### config.mk
export PLATFORM = sky130hd
export DESIGN_NAME = time_stamp_counter
export DESIGN_NICKNAME = d
export VERILOG_FILES = /design/src/rtl/time_stamp_counter.sv
export SDC_FILE = /design/constraint.sdc
export NUM_CORES = 1
export LEC_CHECK = 0
export CORE_ASPECT_RATIO = 1.2
export CORE_MARGIN = 5
export CORE_UTILIZATION = 35
export CTS_CLUSTER_SIZE = 25
export DETAILED_ROUTE_END_ITERATION = 8
export MAX_ROUTING_LAYER = met4
export PLACE_DENSITY = 0.55
export SETUP_SLACK_MARGIN = 0.3
export SYNTH_ARGS = -nofsm -noshare
export SYNTH_HDL_FRONTEND = slang
export SYNTH_SLANG_ARGS = --single-unit
### constraint.sdc
create_clock -name clk -period 6.3 [get_ports clk]
set_input_delay 0.945 -clock clk [delete_from_list [all_inputs] [get_ports clk]]
set_output_delay 0.945 -clock clk [all_outputs]
set_load 0.005 [all_outputs]
### src/rtl/time_stamp_counter.sv
`default_nettype none
// ============================================================================
// Module   : time_stamp_counter
// Purpose  : Free-running time-stamp counter with a 1 PPS / 1 PPMS / 1 PPUS time
//            base. Also contains a GPS 1PPS phase/frequency detector that drives
//            the software PLL, and can re-align the sub-second phase to GPS PPS.
// Revision : 1.0  initial release
// ============================================================================
module time_stamp_counter #(
  parameter int CLK_FREQ = 100_000_000,
  parameter int MS_DIV   = 100_000,
  parameter int US_DIV   = 100
) (
  input  logic        clk,
  input  logic        rst_n,
  input  logic        gps_1pps,
  input  logic        gps_3dfix_d,
  input  logic        tsc_read,
  input  logic        tsc_sync,
  input  logic        pfd_resync,
  output logic        gps_1pps_d,
  output logic        tsc_1pps_d,
  output logic        pll_trig,
  output logic        pfd_status,
  output logic [31:0] pdiff_1pps,
  output logic [31:0] fdiff_1pps,
  output logic [63:0] tsc_cnt,
  output logic [63:0] tsc_cnt1,
  output logic        tsc_1pps,
  output logic        tsc_1ppms,
  output logic        tsc_1ppus
);

  localparam int c_sub_w = $clog2(CLK_FREQ);
  localparam int c_ms_w  = $clog2(MS_DIV);
  localparam int c_us_w  = $clog2(US_DIV);

  localparam logic [c_sub_w-1:0] c_sub_last = c_sub_w'(CLK_FREQ - 1);
  localparam logic [c_ms_w-1:0]  c_ms_last  = c_ms_w'(MS_DIV - 1);
  localparam logic [c_us_w-1:0]  c_us_last  = c_us_w'(US_DIV - 1);
  // Captures below this value map to a positive phase error after the +2 offset
  localparam logic [31:0]        c_pos_lim  = 32'(CLK_FREQ / 2 - 2);
  localparam logic [31:0]        c_period   = 32'(CLK_FREQ);

  logic [63:0]        r_tsc_cnt;
  logic [63:0]        r_tsc_cnt1;
  logic [c_sub_w-1:0] r_sub_cnt;
  logic [c_ms_w-1:0]  r_ms_cnt;
  logic [c_us_w-1:0]  r_us_cnt;
  logic               r_tsc_1pps;
  logic               r_tsc_1ppms;
  logic               r_tsc_1ppus;
  logic               r_tsc_1pps_d;
  logic               r_gps_s1;
  logic               r_gps_s2;
  logic               r_gps_s3;
  logic               r_gps_1pps_d;
  logic               r_arm;
  logic [c_sub_w-1:0] r_cap;
  logic               r_cap_vld;
  logic               r_cap_sync;
  logic               r_pll_trig;
  logic [31:0]        r_pdiff;
  logic [31:0]        r_fdiff;
  logic [31:0]        r_prev_pdiff;
  logic [1:0]         r_vld_cnt;

  logic               w_arm_now;
  logic               w_resync;
  logic [31:0]        w_cap32;
  logic [31:0]        w_pdiff;
  logic [31:0]        w_fdiff;
  logic               w_first;

  // A sync request arriving on the same edge as a GPS event takes effect immediately
  assign w_arm_now = r_arm | tsc_sync;
  assign w_resync  = r_gps_1pps_d & w_arm_now;

  // Free-running count and software snapshot of it
  always_ff @(posedge clk or negedge rst_n) begin
    if (!rst_n) begin
      r_tsc_cnt  <= '0;
      r_tsc_cnt1 <= '0;
    end else begin
      r_tsc_cnt <= r_tsc_cnt + 64'd1;
      if (tsc_read) r_tsc_cnt1 <= r_tsc_cnt;
    end
  end

  // Sub-second / ms / us dividers; a resync loads them all to their last count
  always_ff @(posedge clk or negedge rst_n) begin
    if (!rst_n) begin
      r_sub_cnt    <= '0;
      r_ms_cnt     <= '0;
      r_us_cnt     <= '0;
      r_tsc_1pps   <= 1'b0;
      r_tsc_1ppms  <= 1'b0;
      r_tsc_1ppus  <= 1'b0;
      r_tsc_1pps_d <= 1'b0;
    end else begin
      r_tsc_1pps   <= (r_sub_cnt == c_sub_last);
      r_tsc_1ppms  <= (r_ms_cnt == c_ms_last);
      r_tsc_1ppus  <= (r_us_cnt == c_us_last);
      r_tsc_1pps_d <= r_tsc_1pps;
      if (w_resync) begin
        r_sub_cnt <= c_sub_last;
        r_ms_cnt  <= c_ms_last;
        r_us_cnt  <= c_us_last;
      end else begin
        r_sub_cnt <= (r_sub_cnt == c_sub_last) ? '0 : r_sub_cnt + 1'b1;
        r_ms_cnt  <= (r_ms_cnt == c_ms_last)   ? '0 : r_ms_cnt + 1'b1;
        r_us_cnt  <= (r_us_cnt == c_us_last)   ? '0 : r_us_cnt + 1'b1;
      end
    end
  end

  // GPS PPS synchronizer, rising-edge detect and resync arm flag
  always_ff @(posedge clk or negedge rst_n) begin
    if (!rst_n) begin
      r_gps_s1     <= 1'b0;
      r_gps_s2     <= 1'b0;
      r_gps_s3     <= 1'b0;
      r_gps_1pps_d <= 1'b0;
      r_arm        <= 1'b0;
    end else begin
      r_gps_s1     <= gps_1pps;
      r_gps_s2     <= r_gps_s1;
      r_gps_s3     <= r_gps_s2;
      r_gps_1pps_d <= r_gps_s2 & ~r_gps_s3;
      r_arm        <= w_arm_now & ~w_resync;
    end
  end

  // Capture stage: sub-second phase at the GPS edge
  always_ff @(posedge clk or negedge rst_n) begin
    if (!rst_n) begin
      r_cap      <= '0;
      r_cap_vld  <= 1'b0;
      r_cap_sync <= 1'b0;
    end else begin
      r_cap_vld  <= r_gps_1pps_d;
      r_cap_sync <= w_resync;
      if (r_gps_1pps_d) r_cap <= r_sub_cnt;
    end
  end

  // Phase error is the capture offset by 2 clks, folded into a symmetric range
  always_comb begin
    w_cap32 = 32'(r_cap);
    w_pdiff = '0;
    w_first = pfd_resync | r_cap_sync | (r_vld_cnt == 2'd0);
    if (!r_cap_sync) begin
      if (w_cap32 < c_pos_lim) w_pdiff = w_cap32 + 32'd2;
      else                     w_pdiff = w_cap32 + 32'd2 - c_period;
    end
    w_fdiff = w_first ? 32'd0 : (w_pdiff - r_prev_pdiff);
  end

  // PFD output registers and capture history
  always_ff @(posedge clk or negedge rst_n) begin
    if (!rst_n) begin
      r_pll_trig   <= 1'b0;
      r_pdiff      <= '0;
      r_fdiff      <= '0;
      r_prev_pdiff <= '0;
      r_vld_cnt    <= '0;
    end else begin
      r_pll_trig <= r_cap_vld;
      if (r_cap_vld) begin
        r_pdiff      <= w_pdiff;
        r_fdiff      <= w_fdiff;
        r_prev_pdiff <= w_pdiff;
        if (w_first)                 r_vld_cnt <= 2'd1;
        else if (r_vld_cnt != 2'd2)  r_vld_cnt <= r_vld_cnt + 2'd1;
      end else if (pfd_resync) begin
        r_prev_pdiff <= '0;
        r_vld_cnt    <= '0;
      end
    end
  end

  assign gps_1pps_d = r_gps_1pps_d;
  assign tsc_1pps_d = r_tsc_1pps_d;
  assign pll_trig   = r_pll_trig;
  assign pfd_status = r_vld_cnt[1] & gps_3dfix_d;
  assign pdiff_1pps = r_pdiff;
  assign fdiff_1pps = r_fdiff;
  assign tsc_cnt    = r_tsc_cnt;
  assign tsc_cnt1   = r_tsc_cnt1;
  assign tsc_1pps   = r_tsc_1pps;
  assign tsc_1ppms  = r_tsc_1ppms;
  assign tsc_1ppus  = r_tsc_1ppus;

endmodule
`default_nettype wire

Word level (Yosys, flattened, before mapping):

Cells that the tools add are included.

* word-level logic and storage cells: 63
* output and inout port bits: 199
* register bits: 316

* reduce and logical (&&, ||, !) cells: 3
* multiplexer cells: 15
* bitwise gates (word level): 9
* add/sub/neg operators: 8
* magnitude comparators: 1
* eq/ne operators: 5

Operators by type and width (number)
* two-way mux 32 bit: 5
* adder 64 x 1 -> 64 bit, second input constant: 1
* two-way mux 27 bit: 2
* two-way mux 17 bit: 2
* subtractor 32 bit: 1
* subtractor 28 x 27 -> 29 bit, second input constant: 1
* adder 27 x 2 -> 28 bit, second input constant: 1
* adder 27 x 1 -> 27 bit, second input constant: 1
* equality test 27 bit, second input constant: 1
* < comparator 27 x 26 -> 1 bit, second input constant: 1
* adder 17 x 1 -> 17 bit, second input constant: 1
* equality test 17 bit, second input constant: 1
* two-way mux 7 bit: 2
* two-way mux 2 bit: 4
* adder 7 x 1 -> 7 bit, second input constant: 1
* equality test 7 bit, second input constant: 1
* AND 1 bit: 4
* inequality test 3 x 1 -> 1 bit, second input constant: 1
* bitwise OR 1 bit: 3
* adder 2 x 1 -> 2 bit, second input constant: 1
* zero test 2 bit: 1
* inequality test 2 bit, second input constant: 1
* NOT 1 bit: 2
* AND reduction 2 bit: 1
* nonzero test 2 bit: 1

Depth between registers and ports, before layout:

Gate-level depths: netlist of the first run.

* depth in word-level cells: 6
* depth in mapped cells: 20

Least setup slack after synthesis of the first run:

No wires, ideal clock.

* path type: reg-to-reg
* from: register r_cap[1]
* to: register r_fdiff[25], in the netlist fdiff_1pps[25]
* data required time: 6.165 ns
* arrival: 4.412 ns
* setup time: 0.135 ns
* stages on the path, launching flop included: 21
* setup slack: 1.753 ns
* path through: dfrtp_1 ha_1 and3_1 buf_2 and3_1 o211ai_1 a221oi_1 buf_2 nand2_1 nor3b_1 xor2_1 nor2_1 ha_1 a21oi_1 o21ai_0 a2111oi_0 o21bai_1 or3_1 a41oi_1 xor2_1 o31ai_1

* cells in the longest elaborated chain, start to end: 6

RTL lines
* from (decl): line 59 `logic [c_sub_w-1:0] r_cap;`
* from (signal assigned): line 143 `if (r_gps_1pps_d) r_cap <= r_sub_cnt;`
* adder 27 x 2 -> 28 bit: line 153, 154
* subtractor 28 x 27 -> 29 bit: line 154 `else w_pdiff = w_cap32 + 32'd2 - c_period;`
* two-way mux 32 bit (*): line 153 `if (w_cap32 < c_pos_lim) w_pdiff = w_cap32 + 32'd2;`
* two-way mux 32 bit (*): line 152 `if (!r_cap_sync) begin`
* named net w_pdiff[15]: line 71 `logic [31:0] w_pdiff;`
* subtractor 32 bit (*): line 156 `w_fdiff = w_first ? 32'd0 : (w_pdiff - r_prev_pdiff);`
* two-way mux 32 bit (*): line 156
* to (signal assigned): line 171 `r_fdiff <= w_fdiff;`
* to (decl): line 64 `logic [31:0] r_fdiff;`

The timed path passes the listed nets; every way through them passes the cells marked *.
A chain may end at the register's enable or synchronous reset.

Final worst setup path of the first run:

Ends and elaborated chain as after synthesis.

==> results of run 1 <==
## logic make-up after synthesis
family,after synthesis
xor gates and xnor gates,162
buffers and inverters,131
and+or+nand+nor,477
muxes,95
adders and majority gates,39
AOI/OAI and AO/OA,253
DFF,310
## layout make-up
| cell class | count | area share |
|---|---|---|
| Multi-Input combinational cell | 1026 | 0.366 |
| Sequential cell | 310 | 0.403 |
| Clock buffer | 48 | 0.0549 |
| Tap cell | 559 | 0.0363 |
| Clock inverter | 17 | 0.0126 |
| Timing Repair Buffer | 221 | 0.113 |
| Inverter | 71 | 0.0138 |
## worst max path at each step
stage,from,endpoint,cells past startpoint
floorplan,r_cap[1],fdiff_1pps[25],20
CTS,r_cap[1],fdiff_1pps[25],19
detailed placement,r_cap[1],fdiff_1pps[25],19
global route,r_cap[1],fdiff_1pps[25],19
global placement,r_cap[1],fdiff_1pps[25],19
finish,r_cap[1],fdiff_1pps[25],19
## state kept, by name, summed over array words and instances, names as in the netlist, 2 cells and up
name          count
tsc_cnt1         64
tsc_cnt          64
fdiff_1pps       32
pdiff_1pps       29
r_prev_pdiff     29
r_cap            27
r_sub_cnt        27
r_ms_cnt         17
r_us_cnt          7
r_vld_cnt         2
## cell usage in the layout, fill, tap and decap left out, drive strengths merged, types with 5 or more instances in the layout
master,count
dfrtp,310
o2bb2ai,31
clkbuf,48
clkdlybuf4s50,203
or3,6
ha,38
clkinv,12
nor2,105
buf,18
nor2b,11
o21ai,97
a21o,13
nor4,12
xnor2,93
a31oi,6
and2,15
nand2b,9
inv,72
a21oi,36
o21bai,7
nand3,67
and4,9
nor3,22
and3,34
xor2,69
a31o,5
nand4,28
or2,7
a22o,8
mux2,91
a211oi,8
nand2,139
## per-layer routing
metal | wire, µm | GRT usage
met1 | 16900 | 0.202
met2 | 19500 | 0.284
met3 | 1390 | 0.0285
met4 | 1230 | 0.0561
met5 | 0 | -
## power by group through the flow
stage                     Combinational (mW)  Sequential (mW)  Clock, mW
final                                   3.88             2.76       2.24
after global routing                    4.34             2.82       2.41
after CTS                               3.90             2.76       2.33
after global placement                  3.83             2.78          0
after floorplan                         2.77             2.68          0
after detailed placement                3.87             2.79          0
## through the flow
stage                     instances  hold slack (ns)   util
after global placement         2187            0.334  0.412
after detailed placement       2187            0.340  0.412
after global routing           2252            0.381  0.442
after floorplan                1467            0.331      -
after CTS                      2252            0.371  0.442
final                          2252            0.369  0.442
==> metrics.cfg, run 1 <==
[synth]
postSynthNetCount=1513
syn-mean-instance-area_um2=10.4
synth-adder-area-share=0.0324
synth_cells=1467
synth_top_family_by_area=simple AND/OR/NAND/NOR gates
syn-cell-area_um2=15300
synth_top_area_cell=sky130_fd_sc_hd__dfrtp_1
post_synth_mux_area_share=0.0696
main_flop_type_after_synthesis=sky130_fd_sc_hd__dfrtp_1
post_synth_most_frequent_cells=310 x sky130_fd_sc_hd__dfrtp_1, 138 x sky130_fd_sc_hd__nand2_1, 105 x sky130_fd_sc_hd__nor2_1, 93 x sky130_fd_sc_hd__xnor2_1, 91 x sky130_fd_sc_hd__mux2_2
post-synth-top-area-fraction=0.507
synthArstFlopShare=1.00
synth-edff-count=0
yosysUniqueCellTypes=79
postSynthRegisterBits=310
synth_sequential_area_ratio=0.507
synth-simple-area-share=0.154
synth-warning-count=0
synth-xor-area-share=0.0932
ys_top_cells_by_area=sky130_fd_sc_hd__dfrtp_1 51%, sky130_fd_sc_hd__mux2_2 6.7%, sky130_fd_sc_hd__xnor2_1 5.3%
post-synth-top-count-cell=sky130_fd_sc_hd__dfrtp_1
post_synthesis_compound_gate_area_fraction=0.110

[power_and_ir_drop]
power_frac_clock=0.253
power.share.switching=0.383
power.share.combinational=0.436
static-leakage-power_nw=8.36
net-switching-power_mw=3.40
finalPower_mw=8.88
internal_power_mw=5.48
power-per-cell-area_nw_per_um2=461
ir_drop_mv=0.203
sequentialPowerShare=0.311

[floorplan]
number_of_rows_in_the_core_area=84
start_util=0.352
design.portCount=206
die_area_um2=48000
placeableCoreArea_um2=43500
die_width_um=201
die_height_um=239

[cts]
tritoncts=built
total_setup_buffers_inserted_after_cts=0
numClockSinks=310
cts_buffer_depth=3
numCtsBuffers=37
cts-root-buf=sky130_fd_sc_hd__clkbuf_16
cts.clk_slew.worst_paths_ns=0.06
postCtsHoldBufs=0
gates_resized_cts_repair=0
h-tree-depth=2
clkLatencyLatePin_ns=0.57

[routing]
drt_pass1_iterations=4
wire_per_inst_um=17.4
remaining_drc_errors=0
avgViaCountPerCell=5.06
route.antenna.remaining_nets=0
postRouteWirelength_um=39100
num_vias=11400
initial_detailed_routing_violation_count=494

[final_layout]
nets=1713
layout-area-overhead-vs-synth_pct=25.7
drive_above_1_share=0.118
antenna_cells_inserted=0
multi_input_comb_area_um2=7040
num-fill-cells=4216
design_area_um2=19200
seqCellArea_um2=7760

[timing]
fin_ws_ns=1.05
finClkSkew_ns=0.0339
timing.final.max_slew_violations=0
period_minus_slack_ns=5.25
hold_violations=0
finalCritPeriodShare=0.834
worstMarginPinSlew_ns=0.889
fmaxAchievable_mhz=190
setup-violations-final=0
worst_relative_slew_slack=0.407
grt_setup_unrepaired=false
timing.setup.tns_ns=0

[placement]
buffer_ports.inserted=205
gpl.final_weighted_congestion=0.864
preCtsSetupSlack_ns=1.02
post_dp_cell_area_um2=17900
dpl.hpwl_um=28100

[setup_path]
timing.setup.critical_path_class=reg2reg
rr_endpoint=fdiff_1pps[25]
worst_setup_path_start_kind=register
cp.buffers_inverters=1
timing.critical_path.required_ns=6.76
critical_path_capture_point_type=register
regToRegSetupSlack_ns=1.05
worst-path-max-fanout=11
timing.critical_path.max_delay_family=compound AO/OA/AOI/OAI gates
worst_path_cell_with_the_longest_stage_delay=sky130_fd_sc_hd__a2111oi_0
path_cells=ha_1 -> and3_1 -> and3_1 -> o211ai_1 -> a221oi_1 -> buf_4 -> nand3_1 -> nor3b_1 -> xnor2_1 -> nor2_1 -> ha_1 -> a21oi_1 -> o21ai_0 -> a2111oi_0 -> o21bai_1 -> or3_1 -> a41oi_1 -> xor2_1 -> o31ai_1
timing.critical_path.slowest_cell_delay_ns=0.69
r2r-start=r_cap[1]
worst_ep_arrival_time_ns=5.71
worst-r2r-cell-count=19

[worst_hold_path]
worstHoldPathCells=0
min_to=r_gps_s3
min_from=r_gps_s2
min-delay-path-class=reg2reg

[global_routing]
gr-usage-all-layers=0.167
maximum_number_of_pins_on_one_net_before_global_route_repair=136
first_pass_grt_wire_length_um=64100
grt-ovfl-total=0
grt_antenna_before_repair=0
first_global_vias=11700

[status]
outcome=finished, final reports clean

[flow_run]
timing.max_cap.violations=0

Power figures use the tool's default switching activity.
==> inputs of run 2 (changes only) <==
==> constraint.sdc (replaced) <==
create_clock -name clk -period 4.9 [get_ports clk]
set_input_delay 0.735 -clock clk [delete_from_list [all_inputs] [get_ports clk]]
set_output_delay 0.735 -clock clk [all_outputs]
set_load 0.005 [all_outputs]
==> metrics.cfg, run 2 (synthesized netlist as in run 1, its figures left out) <==
[setup_path]
startpoint=r_cap[2]
worst_ep_arrival_time_ns=4.76
path_cells=ha_1 -> and3_2 -> and3_1 -> o211ai_1 -> a221o_2 -> o311ai_1 -> xor2_1 -> nor2_1 -> ha_1 -> a21oi_2 -> o21ai_2 -> o221ai_1 -> a21oi_2 -> buf_4 -> a31oi_1 -> o21ai_0 -> xor2_1 -> a31o_2
r2r-start=r_cap[2]
worst_setup_path_start_kind=register
timing.critical_path.required_ns=5.33
timing.critical_path.slowest_cell_delay_ns=0.46
critical_path_capture_point_type=register
worst_path_cell_with_the_longest_stage_delay=sky130_fd_sc_hd__a221o_2
worst-path-max-fanout=9
timing.setup.critical_path_class=reg2reg

[flow_run]
timing.max_cap.violations=0

[timing]
grt_setup_unrepaired=true
setup-violations-final=0
final.hold.worst_slack_ns=0.203
finClkSkew_ns=0.0283
timing.setup.tns_ns=0
timing.final.max_slew_violations=0
fin_ws_ns=0.572
fmaxAchievable_mhz=231
worstMarginPinSlew_ns=0.732
worst_relative_slew_slack=0.512
hold_violations=0
finalCritPeriodShare=0.883
period_minus_slack_ns=4.33

[routing]
initial_detailed_routing_violation_count=398
route.antenna.remaining_nets=0
wire_per_inst_um=17.3
num_vias=11500
drt_pass1_iterations=4
avgViaCountPerCell=5.04
remaining_drc_errors=0
postRouteWirelength_um=39400

[final_layout]
layout.core_utilization=0.451
design_area_um2=19600
nets=1733
drive_above_1_share=0.146
layout.cells.most_common=sky130_fd_sc_hd__dfrtp_1
layout-area-overhead-vs-synth_pct=28.1
antenna_cells_inserted=0
highest_count_cells_in_the_layout_ignoring_fill_and_taps=308 x sky130_fd_sc_hd__dfrtp_1, 203 x sky130_fd_sc_hd__clkdlybuf4s50_1, 138 x sky130_fd_sc_hd__nand2_1, 103 x sky130_fd_sc_hd__nor2_1, 91 x sky130_fd_sc_hd__mux2_2
final-instance-count-excl-fill=2273

[global_routing]
gr-usage-all-layers=0.169
maximum_number_of_pins_on_one_net_before_global_route_repair=95
top_usage_layer=met2
grt-ovfl-total=0
first_global_vias=11700
use_met2=0.290
grt_antenna_before_repair=0
first_pass_grt_wire_length_um=64900
met3_usage=0.0308
grt_use_met1=0.205

[worst_hold_path]
min-delay-path-class=in2async

[cts]
tritoncts=built
cts-root-buf=sky130_fd_sc_hd__clkbuf_16
numCtsBuffers=36
h-tree-depth=2
cts.clk_slew.worst_paths_ns=0.06
clkLatencyLatePin_ns=0.56
cts_buffer_depth=3
numClockSinks=310

[floorplan]
design.portCount=206
placeableCoreArea_um2=43500
die_area_um2=48000
die_height_um=239
die_width_um=201
number_of_rows_in_the_core_area=84
start_util=0.352

[power_and_ir_drop]
power-per-cell-area_nw_per_um2=610
ir_drop_mv=0.266
finalPower_mw=12.0
static-leakage-power_nw=8.52

[placement]
post_dp_cell_area_um2=18100
dpl.hpwl_um=28600
buffer_ports.inserted=205
preCtsSetupSlack_ns=0.0843
gpl.final_weighted_congestion=0.852
post-place-cells=2204

[status]
outcome=finished, final reports clean

[run 2: report_power, final]
part           leakage [nW]  switching (mW)  total, mW  internal (mW)
registers              3.98           0.453       3.52           3.06
clock network         0.648            1.11       2.91           1.80
logic                  3.89            2.99       5.54           2.54
[run 2: per-layer routing]
layer / wire length [µm] / vias to the layer above / share of wire
met3: 1460 / 63 / 0.037
li1: - / 5565 / -
met2: 20100 / 215 / 0.51
met5: 0 / - / 0
met4: 1100 / 0 / 0.028
met1: 16800 / 5616 / 0.43
[run 2: worst paths after layout]
kind,endpoint,slack [ns],depth (start not counted)
max,fdiff_1pps[20],0.57,18
min,tsc_cnt1[33],0.20,1
max reg2reg,fdiff_1pps[20],0.57,18
min reg2reg,r_gps_s2,0.35,0
max in group asynchronous,pdiff_1pps[21],3.51,2
min in group clk,r_gps_s2,0.35,0
[run 2: area by class of cell]
class / count / area (µm²)
multi-input cells: 1026 / 7210
well taps: 559 / 699
repair buffers: 242 / 2350
clock buffers: 53 / 1120
clock inverters: 12 / 206
flip-flops and latches: 310 / 7760
inverters: 71 / 267
fillers: 4200 / 23900
[run 2: timing repair]
item                                    in CTS  in global routing
endpoints found under the hold margin        0                  0
hold buffers                                 0                  0
pin swaps                                    0                  9
setup buffers                                2                  2
endpoints found under the setup margin       4                 11
gates resized for setup                      8                 29
[run 2: worst max-delay path, delay by kind of cell, from the launching register on]
kind | cells | cell delay (ns)
AOI/OAI and AO/OA | 10 | 2.17
adders and majority gates | 2 | 0.54
and+or+nand+nor | 3 | 0.53
DFF | 1 | 0.40
xor gates and xnor gates | 2 | 0.40
buffers and inverters | 1 | 0.16
